`config.mk`:
```
export PLATFORM = sky130hd
export DESIGN_NAME = uart_tx_sched
export DESIGN_NICKNAME = d
export VERILOG_FILES = /design/src/rtl/uart_pkg.sv /design/src/rtl/rr_arbiter.sv /design/src/rtl/uart_tx_sched.sv
export SDC_FILE = /design/constraint.sdc
export NUM_CORES = 1
export LEC_CHECK = 0
export BUFFER_PORTS_ARGS = -buffer_cell sky130_fd_sc_hd__clkbuf_2
export CAP_MARGIN = 20
export CORE_MARGIN = 2
export CORE_UTILIZATION = 52
export CTS_CLUSTER_DIAMETER = 30
export CTS_CLUSTER_SIZE = 16
export DETAILED_ROUTE_END_ITERATION = 6
export MAX_ROUTING_LAYER = met4
export PLACE_DENSITY_LB_ADDON = 0.05
export REMOVE_ABC_BUFFERS = 1
export SLEW_MARGIN = 15
export SYNTH_ARGS = -nofsm -noshare
export SYNTH_HDL_FRONTEND = slang
export SYNTH_SLANG_ARGS = --single-unit
```
`constraint.sdc`:
```
create_clock -name clock -period 4.3 [get_ports clock]
set_input_delay 1.29 -clock clock [delete_from_list [all_inputs] [get_ports clock]]
set_output_delay 1.29 -clock clock [all_outputs]
set_load 0.02 [all_outputs]
```
`src/rtl/uart_pkg.sv`:
```
// Shared definitions for the UART transmit path: scheduler state encoding,
// conf word field positions and baud select codes.
package uart_pkg;

    typedef enum logic [1:0] {
        StArb   = 2'd0,
        StSetup = 2'd1,
        StXfer  = 2'd2,
        StDrain = 2'd3
    } sched_state_e;

    localparam int unsigned BAUD_SEL_MSB   = 7;
    localparam int unsigned BAUD_SEL_LSB   = 5;
    localparam int unsigned PARITY_EN_BIT  = 1;
    localparam int unsigned PARITY_ODD_BIT = 0;

    typedef enum logic [2:0] {
        Baud1200   = 3'd0,
        Baud2400   = 3'd1,
        Baud4800   = 3'd2,
        Baud9600   = 3'd3,
        Baud19200  = 3'd4,
        Baud38400  = 3'd5,
        Baud57600  = 3'd6,
        Baud115200 = 3'd7
    } baud_sel_e;

    function automatic baud_sel_e conf_baud_sel(input logic [7:0] conf);
        return baud_sel_e'(conf[BAUD_SEL_MSB:BAUD_SEL_LSB]);
    endfunction

endpackage

```
`src/rtl/rr_arbiter.sv`:
```
// Combinational round-robin search: first set bit of req at or after ptr,
// wrapping modulo N. Returns a one-hot winner and a found flag.
module rr_arbiter #(
    parameter int unsigned N    = 4,
    parameter int unsigned PtrW = (N > 1) ? $clog2(N) : 1
) (
    input  logic [N-1:0]    req,
    input  logic [PtrW-1:0] ptr,
    output logic [N-1:0]    winner,
    output logic            found
);

    int unsigned idx;

    always_comb begin
        winner = '0;
        found  = 1'b0;
        idx    = 0;
        for (int unsigned k = 0; k < N; k++) begin
            idx = (32'(ptr) + k) % N;
            if (!found && req[idx]) begin
                winner[idx] = 1'b1;
                found       = 1'b1;
            end
        end
    end

endmodule

```
`src/rtl/uart_tx_sched.sv`:
```
// Round-robin scheduler sharing one uart_tx between NUM_REQ byte streams.
// Optional UART_TX_SCHED_STATS_EN adds sent_count / rotate_count outputs.
module uart_tx_sched
    import uart_pkg::*;
#(
    parameter int unsigned NUM_REQ      = 4,
    parameter int unsigned CONFIG_WIDTH = 8,
    parameter int unsigned MAX_BURST    = 16
) (
    input  logic                            clock,
    input  logic                            reset,
    input  logic [NUM_REQ*8-1:0]            req_data,
    input  logic [NUM_REQ-1:0]              req_valid,
    input  logic [NUM_REQ-1:0]              req_last,
    input  logic [NUM_REQ*CONFIG_WIDTH-1:0] req_conf,
    output logic [NUM_REQ-1:0]              req_ready,
    output logic [7:0]                      tx_din,
    output logic                            tx_din_valid,
    input  logic                            tx_din_ready,
    output logic [CONFIG_WIDTH-1:0]         tx_conf,
    output logic [NUM_REQ-1:0]              grant,
    output logic                            busy
`ifdef UART_TX_SCHED_STATS_EN
    ,
    output logic [15:0]                     sent_count,
    output logic [7:0]                      rotate_count
`endif
);

    localparam int unsigned IdxW = (NUM_REQ > 1) ? $clog2(NUM_REQ) : 1;

    sched_state_e            state_q, state_d;
    logic [NUM_REQ-1:0]      grant_q, grant_d;
    logic [IdxW-1:0]         gidx_q, gidx_d;
    logic [IdxW-1:0]         rr_ptr_q, rr_ptr_d;
    logic [CONFIG_WIDTH-1:0] tx_conf_q, tx_conf_d;
    logic [7:0]              burst_cnt_q, burst_cnt_d;

    logic [NUM_REQ-1:0]      win;
    logic                    win_found;
    logic [IdxW-1:0]         win_idx;
    logic [8:0]              burst_inc;
    logic                    xfer;

    rr_arbiter #(
        .N    (NUM_REQ),
        .PtrW (IdxW)
    ) u_arb (
        .req    (req_valid),
        .ptr    (rr_ptr_q),
        .winner (win),
        .found  (win_found)
    );

    always_comb begin
        win_idx = '0;
        for (int unsigned i = 0; i < NUM_REQ; i++) begin
            if (win[i]) win_idx = IdxW'(i);
        end
    end

    assign burst_inc = {1'b0, burst_cnt_q} + 9'd1;

    always_comb begin
        state_d      = state_q;
        grant_d      = grant_q;
        gidx_d       = gidx_q;
        rr_ptr_d     = rr_ptr_q;
        tx_conf_d    = tx_conf_q;
        burst_cnt_d  = burst_cnt_q;
        req_ready    = '0;
        tx_din       = '0;
        tx_din_valid = 1'b0;
        xfer         = 1'b0;
        unique case (state_q)
            StArb: begin
                if (win_found) begin
                    grant_d     = win;
                    gidx_d      = win_idx;
                    tx_conf_d   = req_conf[win_idx*CONFIG_WIDTH +: CONFIG_WIDTH];
                    burst_cnt_d = '0;
                    state_d     = StSetup;
                end
            end
            // One idle cycle so uart_tx samples the new conf before any byte.
            StSetup: state_d = StXfer;
            StXfer: begin
                tx_din            = req_data[gidx_q*8 +: 8];
                tx_din_valid      = req_valid[gidx_q];
                req_ready[gidx_q] = tx_din_ready;
                xfer              = tx_din_valid & tx_din_ready;
                if (xfer) begin
                    burst_cnt_d = burst_inc[7:0];
                    if (req_last[gidx_q] || burst_inc == 9'(MAX_BURST)) state_d = StDrain;
                end
            end
            StDrain: begin
                if (tx_din_ready) begin
                    rr_ptr_d = (gidx_q == IdxW'(NUM_REQ - 1)) ? '0 : gidx_q + IdxW'(1);
                    grant_d  = '0;
                    state_d  = StArb;
                end
            end
            default: state_d = StArb;
        endcase
    end

    always_ff @(posedge clock or posedge reset) begin
        if (reset) begin
            state_q     <= StArb;
            grant_q     <= '0;
            gidx_q      <= '0;
            rr_ptr_q    <= '0;
            tx_conf_q   <= '0;
            burst_cnt_q <= '0;
        end else begin
            state_q     <= state_d;
            grant_q     <= grant_d;
            gidx_q      <= gidx_d;
            rr_ptr_q    <= rr_ptr_d;
            tx_conf_q   <= tx_conf_d;
            burst_cnt_q <= burst_cnt_d;
        end
    end

    assign grant   = grant_q;
    assign tx_conf = tx_conf_q;
    assign busy    = (state_q != StArb);

`ifdef UART_TX_SCHED_STATS_EN
    logic rotated;
    // A byte flagged last ends the grant normally even if it also hits the burst cap.
    assign rotated = xfer & ~req_last[gidx_q] & (burst_inc == 9'(MAX_BURST));

    always_ff @(posedge clock or posedge reset) begin
        if (reset) begin
            sent_count   <= '0;
            rotate_count <= '0;
        end else begin
            if (xfer && sent_count != 16'hFFFF) sent_count <= sent_count + 16'd1;
            if (rotated && rotate_count != 8'hFF) rotate_count <= rotate_count + 8'd1;
        end
    end
`endif

endmodule

```
# == Word-level counts from Yosys, hierarchy flattened ==
# Cells that the tools add are included.
# Widths: inputs -> output; s select.
# op_classes
n_eq_ne,9
add_sub_neg,5
shift,2
reduce_logical,21
muxes,48
magnitude_cmp,10
bitwise_logic,5
# op_table
cell,n
$shiftx 32x6->8,2
$mux 4,7
$mux 8,3
$mux 1,17
$pmux 8 s2,1
$lt 2x3->1 const B,5
$mux 2,7
$bmux 1 s2,6
$or 4x4->4,3
$demux 1 s2,5
$ge 2x1->1 const B,5
$add 8x1->9 const B,1
$eq 9x5->1 const B,1
$logic_and 1x1->1,8
$pmux 2 s4,1
$pmux 4 s2,1
$eq 2x2->1 const B,3
$ne 2x2->1 const B,3
$reduce_and 3->1,2
$reduce_bool 2->1,3
$add 2x1->2 const B,2
$add 2x2->2 const B,2
$and 4x4->4,1
$reduce_and 2->1,2
other kinds (7),9
# totals
regBits,26
word_cells,106
in_bits,75

# == Depth between registers and ports, before layout ==
# logic_depth
ltp_word,16
mapped_depth,10
depth_no_buf,8

# == By module ==
# From an unflattened synthesis, not the netlist that was laid out.
# hier_totals
cells_unflattened,267
hier_area_um2,2422.3
# modules_own_cells
mod,seq_area_each_um2,instances,cells_per_inst,area_each_um2
uart_tx_sched,650.6,1,205,1928.1
rr_arbiter,0.0,1,62,494.2

# == Worst setup path after synthesis ==
# Ideal clock, no wire load.
# synth_path
kind,input port to output port
from,input port req_valid[3]
to,output port tx_din_valid
t_arrival_ns,2.148
setup_slack_ns,0.862
stages,3
required_ns,3.010
path_cell_list,buf_2 > mux4_2 > and2_1
# synth_via
elab_chain_cells,3
# synth_lines
item,line_no,text
"start, declared",uart_tx_sched.sv:13,"input logic [NUM_REQ-1:0] req_valid,"
$bmux 1 s2,uart_tx_sched.sv:89,tx_din_valid = req_valid[gidx_q];
$mux 1 (implied by the code),uart_tx_sched.sv:89,
$mux 1,uart_tx_sched.sv:75,unique case (state_q)
"end, declared",uart_tx_sched.sv:18,"output logic tx_din_valid,"
# No other way between the ends. The select of a mux whose other input is x is not followed.

# == Worst setup path after layout ==
# Ends and elaborated chain as after synthesis.

==> results.rst <==
.. list-table::
   :header-rows: 1

   * - Metric
     - Value
   * - Data required time at the worst endpoint
     - 3.01 ns
   * - Hold/Removal Path Class
     - reg2reg
   * - Final setup fails
     - 0
   * - WS Path Type
     - in2out
   * - Drt drc
     - 0
   * - Run status
     - complete, no violations
   * - Final weighted congestion of routability-driven global placement
     - 0.811
   * - Clock period minus final worst setup slack
     - 3.59 ns
   * - Leakage power total
     - 1.44 nW
   * - Critical path fanouts, max
     - 10
   * - Vias in the first global route
     - 2103
   * - Wire length of the first global-routing pass
     - 9.50 mm
   * - Post-layout net count
     - 421
   * - Min setup slack post-route
     - 0.711 ns
   * - Top cells by area, synth
     - sky130_fd_sc_hd__dfrtp_1, sky130_fd_sc_hd__mux4_2, sky130_fd_sc_hd__ha_1, sky130_fd_sc_hd__o21ai_0, sky130_fd_sc_hd__nand2_1
   * - Post-layout instance count excluding filler cells
     - 381
   * - Antenna diodes
     - 0
   * - Total number of vias
     - 2148
   * - Maximum ir drop on the vdd rail
     - 0.305 mV
   * - Syn Area/Cell
     - 9.76 sq um
   * - Met1 usage
     - 0.310
   * - Transition time at the pin with the least slew margin
     - 0.781 ns
   * - Post-route antenna net violation count
     - 0
   * - Count of placed standard cells including taps
     - 377
   * - Max-slew violations
     - 0
   * - Final routed wire length divided by cell count
     - 14.5 um
   * - Power share of the clock group
     - 0.075
   * - Net switching power
     - 0.854 mW
   * - Largest net degree at the start of global routing
     - 27
   * - Worst hold margin
     - 0.494 ns
   * - TritonCTS clock tree
     - yes
   * - Floorplan die area
     - 4960 sq um
   * - Synthesized instance count
     - 235
   * - Max Cap Violations
     - 0
   * - # resized after CTS
     - 0
   * - Met2 routing resource usage after global routing
     - 0.407
   * - Number of clock sinks
     - 26
   * - Relative max-transition margin
     - 0.478
   * - GR Util All Layers
     - 0.238
   * - Worst-Skew Late Latency
     - 0.26 ns
   * - Die H
     - 70.4 um
   * - Clock transition time at the flip-flop clock pins of the worst setup and hold paths
     - 0.09 ns
   * - Post-route fraction of the period consumed by the critical path
     - 0.835
   * - RSZ-0062 raised after global routing
     - false
   * - Final hold violation count
     - 0
   * - Post-DP HPWL
     - 4.24 mm
   * - Number of hold buffers added after cts
     - 0
   * - Horizontal extent of the die
     - 70.4 um
   * - Area of the multi-input gates
     - 1530 sq um
   * - Cell chosen for the clock root
     - sky130_fd_sc_hd__clkbuf_8
   * - Total standard cell area after synthesis
     - 2290 sq um
   * - Top-level port count
     - 101
   * - Routed wire length
     - 5.51 mm
   * - Antenna violations before repair
     - 0
   * - Sum of negative setup slack
     - 0 ns
   * - Share of post-route cells with drive strength above 1
     - 0.398
   * - GRT Max-Usage Layer
     - met2
   * - Pre-CTS setup slack
     - 0.711 ns
   * - Leading cell types in the layout, fill and taps excluded
     - sky130_fd_sc_hd__clkbuf_2, sky130_fd_sc_hd__nand2_1, sky130_fd_sc_hd__dfrtp_1
   * - Via density
     - 5.64
   * - Area share of the leading cell type in the synthesized netlist
     - 0.284
   * - M3 GR Usage
     - 0.0188
   * - IO buf count
     - 100
   * - Area Overhead vs Synth
     - 25.6%
   * - Sum of internal, switching and leakage power
     - 1.82 mW
   * - Maximum number of buffers from clock root to sink
     - 2
   * - Number of DRC markers after the initial detailed-route iteration
     - 121
   * - Max Clk Rate
     - 0.279 GHz
   * - Startpoint Class
     - input port
   * - Yosys warns
     - 0
   * - Post-CTS setup repair buffer count
     - 0
   * - Comb power frac
     - 0.680
   * - Number of H-tree levels
     - 1
   * - GRT overflow
     - 0
   * - Endpoint type of the worst setup path
     - output pin
   * - Layout Skew
     - 0.00167 ns
   * - Cell Rows
     - 24
   * - Number of fill cells in the layout
     - 368
   * - Part of the Yosys area used for sequential elements
     - 0.284
   * - Sw Share
     - 0.470
   * - Largest area contributor in the synthesized netlist
     - sky130_fd_sc_hd__dfrtp_1
   * - Proportion of power drawn by flip-flops and latches
     - 0.245
   * - Number of storage elements in the synthesis netlist
     - 26
   * - Number of search-and-repair iterations in the first detailed-routing pass
     - 4
   * - Storage cell area
     - 651 sq um
   * - Num CTS Buffers
     - 3
   * - Total power per unit cell area
     - 631 nW/um^2
   * - Effective utilization at floorplan
     - 0.534
   * - Internal power of the cells
     - 0.965 mW
   * - Standard cell core area
     - 4290 sq um
   * - Arr. time, crit path
     - 2.30 ns
   * - Number of distinct standard cells referenced by the synthesized netlist
     - 48
   * - Most common cell after layout, fill and taps aside
     - sky130_fd_sc_hd__clkbuf_2
## metal layers
| layer | wire, um | share of wire |
|---|---|---|
| met4 | 44 | 0.0080 |
| met1 | 2530 | 0.46 |
| met2 | 2700 | 0.49 |
| met3 | 239 | 0.043 |
| met5 | 0 | 0 |
## sequential cells by signal (all words and copies together) (netlist names)
name,count
burst_cnt_q,8
gidx_q,2
grant,4
rr_ptr_q,2
state_q,2
tx_conf,8
## path summary, 6_finish.rpt
kind,from,end,slack (ns),cells past startpoint
max,req_valid[3],tx_din_valid,0.71,4
min,burst_cnt_q[7],burst_cnt_q[7],0.49,1
max reg2reg,rr_ptr_q[1],tx_conf[3],1.06,7
min reg2reg,burst_cnt_q[7],burst_cnt_q[7],0.49,1
max in group asynchronous,reset,grant[0],2.87,3
min in group asynchronous,reset,tx_conf[1],1.00,2
## cells in the mapped netlist (all sizes together)
cell type,instances
o21ai,23
nor2,7
mux2,11
a221oi,3
nand4b,2
o2111ai,1
a21oi,2
o21bai,1
ha,15
o22ai,1
o2bb2ai,1
nand2,29
nor4b,1
and3b,1
or2b,2
a22oi,2
a31o,1
nor3,4
nor4,1
a22o,3
nor3b,4
nand2b,4
a31oi,1
a311oi,1
and2,13
and3,6
clkbuf,7
o31ai,6
a21o,1
buf,6
a221o,9
or2,2
nand4,1
dfrtp,26
nand3,4
o32ai,1
mux2i,4
inv,12
mux4,13
nor2b,2
a2bb2oi,1
## power groups by stage
stage / sequential (mW) / combinational (mW) / clock [mW]
after floorplan: 0.502 / 0.853 / 0
after global placement: 0.454 / 1.23 / 0
after detailed placement: 0.456 / 1.24 / 0
after CTS: 0.451 / 1.24 / 0.140
after global routing: 0.468 / 1.38 / 0.148
final: 0.447 / 1.24 / 0.136
## critical path, cell delays in order
cell and delay, ns:
sky130_fd_sc_hd__clkbuf_2 0.15, sky130_fd_sc_hd__mux4_2 0.53, sky130_fd_sc_hd__and2_1 0.18, sky130_fd_sc_hd__clkbuf_2 0.15
## kinds of logic (layout without fill, tap and decap cells)
group	Yosys count	in the layout	share of synthesized area
AOI/OAI and AO/OA	58	58	0.183
buffers and inverters	25	119	0.0496
and+or+nand+nor	83	83	0.201
adders and majority gates	15	15	0.0818
muxes	28	28	0.201
DFF	26	26	0.284
## through the flow
step                       util  cell area [sq um]
after global routing      0.671               2880
final                     0.671               2880
after detailed placement  0.655               2810
after global placement    0.655               2810
after CTS                 0.665               2850
after floorplan               -               2220
## layout make-up
cell class                      count  area share
Tap cell                           52      0.0226
Inverter                           12      0.0156
Sequential cell                    26       0.226
Clock buffer                        3      0.0143
Multi-Input combinational cell    184       0.531
Timing Repair Buffer              104       0.191
Note: power is estimated with default switching activity, not from simulation.
